===== config.mk =====
export PLATFORM = sky130hd
export DESIGN_NAME = subleq_control_flat
export DESIGN_NICKNAME = d
export VERILOG_FILES = /design/src/rtl/subleq_mem_if.sv /design/src/rtl/subleq_control.sv /design/src/flat_wrapper.sv
export SDC_FILE = /design/constraint.sdc
export NUM_CORES = 1
export LEC_CHECK = 0
export CAP_MARGIN = 40
export CORE_MARGIN = 2
export CORE_UTILIZATION = 50
export CTS_BUF_LIST = sky130_fd_sc_hd__clkbuf_2 sky130_fd_sc_hd__clkbuf_4 sky130_fd_sc_hd__clkbuf_8
export CTS_CLUSTER_DIAMETER = 150
export CTS_CLUSTER_SIZE = 16
export DETAILED_ROUTE_END_ITERATION = 8
export GPL_TIMING_DRIVEN = 0
export HOLD_SLACK_MARGIN = 0.1
export MAX_ROUTING_LAYER = met4
export PLACE_DENSITY_LB_ADDON = 0.05
export SLEW_MARGIN = 15
export SYNTH_ARGS = -nofsm -noshare
export SYNTH_HDL_FRONTEND = slang
export SYNTH_SLANG_ARGS = --single-unit

===== constraint.sdc =====
create_clock -name clk -period 7.6 [get_ports clk]
set_clock_uncertainty 0.2 [all_clocks]
set_input_delay 1.14 -clock clk [delete_from_list [all_inputs] [get_ports clk]]
set_output_delay 1.14 -clock clk [all_outputs]
set_load 0.02 [all_outputs]

===== src/rtl/subleq_mem_if.sv =====
// Word-memory port between the SUBLEQ sequencer (master) and a single-port memory (slave).
// load: read strobe, mem_out is valid combinationally in the same cycle; store: mem[addr] <= mem_in at the next posedge.
interface subleq_mem_if #(parameter int W = 8);
    logic         load;
    logic         store;
    logic [W-1:0] addr;
    logic [W-1:0] mem_in;
    logic [W-1:0] mem_out;

    modport master (output load, output store, output addr, output mem_in, input mem_out);
    modport slave  (input load, input store, input addr, input mem_in, output mem_out);
endinterface


===== src/rtl/subleq_control.sv =====
// SUBLEQ sequencer: six one-cycle states per instruction (fetch A/B/C, read A/B, write-back and branch).
`ifndef WORD_SIZE
`define WORD_SIZE 8
`endif

module subleq_control #(
    parameter int           W         = `WORD_SIZE,
    parameter logic [W-1:0] START_PC  = '0,
    parameter logic [W-1:0] HALT_ADDR = '1
) (
    input  logic         clk,
    input  logic         areset_n,
    input  logic         start,
    input  logic         stop,
    subleq_mem_if.master mem,
    output logic [W-1:0] pc,
    output logic         busy,
    output logic         halted,
    output logic [W-1:0] icount,
    output logic [2:0]   dbg_state
);

    typedef enum logic [2:0] {
        S_IDLE, S_FETCH_A, S_FETCH_B, S_FETCH_C, S_READ_A, S_READ_B, S_WRITE, S_HALT
    } state_t;

    state_t       state;
    logic [W-1:0] a, b, c, va, vb;
    logic         load_q, store_q;
    logic [W-1:0] addr_q, mem_in_q;
    logic [W-1:0] r, npc;
    logic         leq;

    // Branch decision uses the operand registers; only meaningful while in WRITE.
    assign r   = vb - va;
    assign leq = r[W-1] | (r == '0);
    assign npc = leq ? c : pc + W'(3);

    always_ff @(posedge clk) begin
        if (!areset_n) begin
            state    <= S_IDLE;
            pc       <= START_PC;
            icount   <= '0;
            a        <= '0;
            b        <= '0;
            c        <= '0;
            va       <= '0;
            vb       <= '0;
            load_q   <= 1'b0;
            store_q  <= 1'b0;
            addr_q   <= '0;
            mem_in_q <= '0;
        end else begin
            // Bus outputs are registered: each branch sets up the bus for the state it enters.
            load_q   <= 1'b0;
            store_q  <= 1'b0;
            addr_q   <= '0;
            mem_in_q <= '0;
            case (state)
                S_IDLE, S_HALT: begin
                    if (start) begin
                        state  <= S_FETCH_A;
                        pc     <= START_PC;
                        icount <= '0;
                        load_q <= 1'b1;
                        addr_q <= START_PC;
                    end
                end
                S_FETCH_A: begin
                    a      <= mem.mem_out;
                    state  <= S_FETCH_B;
                    load_q <= 1'b1;
                    addr_q <= pc + W'(1);
                end
                S_FETCH_B: begin
                    b      <= mem.mem_out;
                    state  <= S_FETCH_C;
                    load_q <= 1'b1;
                    addr_q <= pc + W'(2);
                end
                S_FETCH_C: begin
                    c      <= mem.mem_out;
                    state  <= S_READ_A;
                    load_q <= 1'b1;
                    addr_q <= a;
                end
                S_READ_A: begin
                    va     <= mem.mem_out;
                    state  <= S_READ_B;
                    load_q <= 1'b1;
                    addr_q <= b;
                end
                S_READ_B: begin
                    vb       <= mem.mem_out;
                    state    <= S_WRITE;
                    store_q  <= 1'b1;
                    addr_q   <= b;
                    mem_in_q <= mem.mem_out - va;
                end
                S_WRITE: begin
                    pc     <= npc;
                    icount <= icount + W'(1);
                    if (npc == HALT_ADDR || stop) begin
                        state <= S_HALT;
                    end else begin
                        state  <= S_FETCH_A;
                        load_q <= 1'b1;
                        addr_q <= npc;
                    end
                end
                default: state <= S_IDLE;
            endcase
        end
    end

    // Reset kills a write already on the bus, including one in progress.
    assign mem.load   = load_q;
    assign mem.store  = store_q & areset_n;
    assign mem.addr   = addr_q;
    assign mem.mem_in = mem_in_q;

    assign busy      = (state != S_IDLE) && (state != S_HALT);
    assign halted    = (state == S_HALT);
    assign dbg_state = state;

endmodule


===== src/flat_wrapper.sv =====
// flat-port wrapper written by rule: the top's interface ports become plain ports
module subleq_control_flat 
#(
    parameter int           W         = `WORD_SIZE,
    parameter logic [W-1:0] START_PC  = '0,
    parameter logic [W-1:0] HALT_ADDR = '1
)
  (clk, areset_n, start, stop, pc, busy, halted, icount, dbg_state, mem_load, mem_store, mem_addr, mem_mem_in, mem_mem_out);
  subleq_mem_if #(.W(W)) mem_i ();
  input  logic clk;
  input  logic areset_n;
  input  logic start;
  input  logic stop;
  output logic [W-1:0] pc;
  output logic busy;
  output logic halted;
  output logic [W-1:0] icount;
  output logic [2:0] dbg_state;
  output wire logic [$bits(mem_i.load)-1:0] mem_load;
  output wire logic [$bits(mem_i.store)-1:0] mem_store;
  output wire logic [$bits(mem_i.addr)-1:0] mem_addr;
  output wire logic [$bits(mem_i.mem_in)-1:0] mem_mem_in;
  input wire logic [$bits(mem_i.mem_out)-1:0] mem_mem_out;
  assign mem_load = mem_i.load;
  assign mem_store = mem_i.store;
  assign mem_addr = mem_i.addr;
  assign mem_mem_in = mem_i.mem_in;
  assign mem_i.mem_out = mem_mem_out;
  subleq_control #(.W(W), .START_PC(START_PC), .HALT_ADDR(HALT_ADDR)) u_core (.clk(clk), .areset_n(areset_n), .start(start), .stop(stop), .mem(mem_i), .pc(pc), .busy(busy), .halted(halted), .icount(icount), .dbg_state(dbg_state));
endmodule

Word level (Yosys, flattened, before mapping)
Cells that the tools add are included.
{"block": "totals", "regBits": 77, "latchBits": 0, "ram_bits": 0, "mem_bits_ro": 0, "output_inout_bits": 39, "elab_cells": 54, "mem_count": 0}
{"block": "classes", "addsub": 6, "multipliers": 0, "div": 0, "order_cmp": 0, "eq_ne": 10, "n_shift": 0, "muxes": 13, "bitwise": 2, "reduce_logical": 11}
{"cell": "$pmux W8 S6", "n": 1}
{"cell": "$pmux W8 S2", "n": 2}
{"cell": "$mux W8", "n": 3}
{"cell": "$pmux W3 S7", "n": 1}
{"cell": "$add A8 B1 Y8 const B", "n": 2}
{"cell": "$add A8 B2 Y8 const B", "n": 2}
{"cell": "$sub A8 B8 Y8", "n": 2}
{"cell": "$eq A3 B3 Y1 const B", "n": 4}
{"cell": "$eq A8 B8 Y1 const B", "n": 1}
{"cell": "$logic_not A8 Y1", "n": 1}
{"cell": "$eq A3 B2 Y1 const B", "n": 2}
{"cell": "$mux W3", "n": 2}
{"cell": "$reduce_and A2 Y1", "n": 2}
{"cell": "$reduce_or A2 Y1", "n": 2}
{"cell": "$reduce_or A4 Y1", "n": 1}
{"cell": "$eq A3 B1 Y1 const B", "n": 1}
{"cell": "$logic_not A3 Y1", "n": 1}
{"cell": "$mux W1", "n": 3}
{"cell": "$ne A3 B3 Y1 const B", "n": 1}
{"cell": "$pmux W1 S3", "n": 1}
{"cell": "$reduce_bool A3 Y1", "n": 1}
{"cell": "$ne A2 B2 Y1 const B", "n": 1}
{"cell": "$reduce_bool A2 Y1", "n": 1}
{"cell": "$and A1 B1 Y1", "n": 1}
{"cell": "3 further kinds", "n": 3}

Logic depth before layout (Yosys ltp)
{"block": "logic_depth", "depth_word": 8, "depth_mapped": 11, "mapped_depth_nobuf": 10}

Least setup slack after synthesis
OpenSTA, ideal clock, no wires.
{"block": "synth_timing", "path_type": "input to output", "startpoint": "input port areset_n", "endpoint": "output port mem_store", "t_arrival_ps": 1649, "slack_ps": 4611, "path_stages": 2, "path_buffers": 1, "path_cell_list": "clkbuf_1 > and2_1"}
{"block": "synth_via", "elab_chain_cells": 1}
{"element": "from (decl)", "line": "flat_wrapper.sv:11", "rtl": "input logic areset_n;"}
{"element": "$and A1 B1 Y1", "line": "subleq_control.sv:118", "rtl": "assign mem.store = store_q & areset_n;"}
{"element": "to (decl)", "line": "flat_wrapper.sv:20", "rtl": "output wire logic [$bits(mem_i.store)-1:0] mem_store;"}
Every way passes these cells.

Worst setup path in the final report
{"block": "layout_timing", "startpoint": "register u_core.state[0], in the netlist u_core.dbg_state[0]", "endpoint": "output port busy"}
{"block": "layout_via", "elab_chain_cells": 2, "elab_cells_between_ends": 3}
{"element": "from (decl)", "line": "subleq_control.sv:27", "rtl": "state_t state;"}
{"element": "from (signal assigned)", "line": "subleq_control.sv:41", "rtl": "state <= S_IDLE;"}
{"element": "from (signal assigned)", "line": "subleq_control.sv:62", "rtl": "state <= S_FETCH_A;"}
{"element": "from (signal assigned)", "line": "subleq_control.sv:71", "rtl": "state <= S_FETCH_B;"}
{"element": "$ne A3 B3 Y1 / $reduce_bool A3 Y1 (equally long branches)", "line": "subleq_control.sv:122", "rtl": "assign busy = (state != S_IDLE) && (state != S_HALT);"}
{"element": "$logic_and A1 B1 Y1 *", "line": "subleq_control.sv:122"}
{"element": "to (decl)", "line": "flat_wrapper.sv:15", "rtl": "output logic busy;"}
Every way passes the cells marked *; elsewhere a longest branch is shown, timed or not.

==> impl_metrics.csv <==
group,metric,value,unit
cts,h-tree-depth,3,
sta,tightest_slew,655.7,ps
finish,syn_to_final_growth,20.20,%
pwr,irDropWorstVdd,0.1283,mV
yosys,synth_warnings,0,
global_route,grt_max_degree,14,
yosys,synth_top_family_by_area,"simple AND/OR/NAND/NOR gates",
cts,cts-hold-fix-buffers,0,
die,chipHeight,94.50,um
cts,cts_resized,0,
cts,clk_pin_slew,80,ps
die,dieArea,0.008930,mm^2
setup_path,cp_max_fo,10,
sta,drv_slew,0,
detailed_routing,ant_nets,0,
sta,max_freq,247.5,MHz
yosys,yosys.area.top_type,"dfxtp_1",
detailed_routing,vias_per_cell,5.623,
detailed_routing,firstDrtPassIters,5,
finish,final_core_util,60.82,%
yosys,synth_xor_xnor_area_share,3.850,%
yosys,netlist_instances,517,
finish,final_nets,610,
cts,cts_tree,"built",
global_route,globalRouteMet3Util,3.352,%
yosys,synthAdderAreaFrac,6.783,%
sta,rsz0062_at_grt,"false",
sta,max-slew-margin-rel,56.13,%
placement,dp_hpwl,8.439,mm
detailed_routing,drt-wirelength-per-cell,16.45,um
detailed_routing,dr_total_vias,3863,
yosys,synth-edff-count,0,
global_route,grt_usage,27.65,%
placement,finalWeightedCongestion,0.9269,
setup_path,crit_required,6260,ps
die,rows,33,
setup_path,start_kind,"flip-flop",
yosys,ys_seq_area_share,37.64,%
placement,portBuffers,49,
worst_hold_path,hp-class,"reg2reg",
global_route,grt_pass1_wl,18.22,mm
yosys,syn_area_per_cell,7.921,um^2
die,chipWidth,94.50,um
run,maxCapViolCount,0,
yosys,synth_top_flop_cell,"dfxtp_1",
yosys,syn-num-nets,550,
yosys,synth_compound_area_share,19.80,%
cts,cts-root-buf,"clkbuf_8",
cts,post_cts_buffers,0,
die,core-area,0.008093,mm^2
global_route,met2_usage,42.86,%
sta,period_needed,4040,ps
pwr,p_leak,0.001785,uW
finish,drive_gt1_share,5.842,%
yosys,ys_top_cells_by_count,"dfxtp_1, nand2_1, a21oi_1",
detailed_routing,drcViolationCount,0,
sta,setup_violations,0,
yosys,synth-simple-area-share,21.33,%
global_route,gr-usage-met1,37.14,%
yosys,ys_seq_elements,77,
cts,clk_path_buf_depth,2,
pwr,power.density,216.9,mW/mm^2
global_route,grt_pass1_vias,3633,
die,initial_core_util,50.60,%
sta,hold_violations,0,
yosys,synthMuxAreaShare,5.591,%
yosys,synth_top_cell_area_share,37.64,%
setup_path,arrival,2700,ps
detailed_routing,drt-total-wl,11.30,mm
sta,fin_setup_tns,0,ps
cts,worst_skew_pair.late_latency,370,ps
die,ios,51,
yosys,netlist-cell-type-count,52,
finish,n_antenna_cell,0,
status,outcome,"complete, no violations",
global_route,antenna_found_initial,0,
yosys,async_flop_share,0,%
detailed_routing,drt_iter0_markers,221,
sta,timing.hold.ws,264.2,ps
setup_path,crit_type,"reg2out",
setup_path,end_kind,"output port",
finish,fill_cells,809,
yosys,synth_area_leaders,"dfxtp_1, a21oi_1, nand2_1, ha_1, mux2i_1",
cts,numCtsBuffers,9,
yosys,synth_area,0.004095,mm^2
sta,fin_crit_sh,53.15,%
cts,clock_sinks,77,
global_route,grt-ovfl-total,0,
global_route,grt_most_used_layer,"met2",
## registers in the layout, indices dropped and copies added (netlist names)
register / cells
u_core.mem.load: 1
u_core.c: 8
u_core.vb: 8
u_core.dbg_state: 3
u_core.va: 8
u_core.mem.mem_in: 8
u_core.pc: 8
u_core.a: 8
u_core.b: 8
u_core.mem.addr: 8
u_core.store_q: 1
u_core.icount: 8
## logic make-up (layout without fill, tap and decap cells)
logic type	count (synthesis)	count (layout)
AND/OR/NAND/NOR	192	192
AO/OA/AOI/OAI	135	135
flip-flops	77	77
buffers and inverters	52	117
multiplexers	22	22
adder cells (fa/ha/maj)	21	21
XOR/XNOR	18	18
## per-stage QoR
step	cell area [um^2]	setup slack, ps	total power, uW	std cells
after floorplan	4095	4611	664.6	517
after global placement	4717	3879	744.6	671
after detailed placement	4717	3868	748.9	671
after CTS	4922	3545	1067	687
after global routing	4922	3400	1112	687
final	4922	3560	1067	687
## area by class of cell
class	instances	area (um^2)	share of cell area, %
Multi-Input combinational cell	388	2349	47.71
Inverter	25	93.84	1.906
Clock buffer	11	145.1	2.949
Timing Repair Buffer	49	490.5	9.964
Sequential cell	77	1541	31.32
Tap cell	105	131.4	2.669
Buffer	27	111.4	2.262
Clock inverter	5	60.06	1.220
## placed cells by master, fill, tap and decap left out, types with 7 or more instances in the layout
cell and n:
o21ai_0 25, clkbuf_8 10, nor2_1 52, xnor2_1 8, a22oi_1 7, clkbuf_1 20, clkdlybuf4s50_1 49, o22ai_1 10
inv_1 24, a21oi_1 62, nor2b_1 7, nand2_1 77, mux2i_1 20, nand3_1 19, nor3_1 8, dfxtp_1 77
ha_1 19, xor2_1 10
## power breakdown
group	switching, uW	leakage [uW]	internal (uW)
Sequential	12.8	0.000623	420
Combinational	188	0.00107	124
Clock	159	0.0000912	164
Total	359	0.00178	708
## routing by layer
metal  part of all wire (%)  routed length [um]
met3                    5.0                 564
met2                     46                5187
met1                     47                5338
met5                      0                   0
met4                    1.8                 208
## critical path, cell delays in order (launching register included)
cell,delay [ps]
dfxtp_1,420
buf_1,430
clkbuf_1,420
nor3_1,120
nor2_1,270
clkdlybuf4s50_1,670
## path summary, 6_finish.rpt
check	cells past startpoint	startpoint	slack, ps	end
setup reg to reg	11	u_core.vb[0]	4360	u_core.mem.addr[3]
hold reg to reg	2	u_core.b[7]	260	u_core.b[7]
hold / removal	2	u_core.b[7]	260	u_core.b[7]
setup / recovery	5	u_core.dbg_state[0]	3560	busy
(Power assumes the default switching activity.)
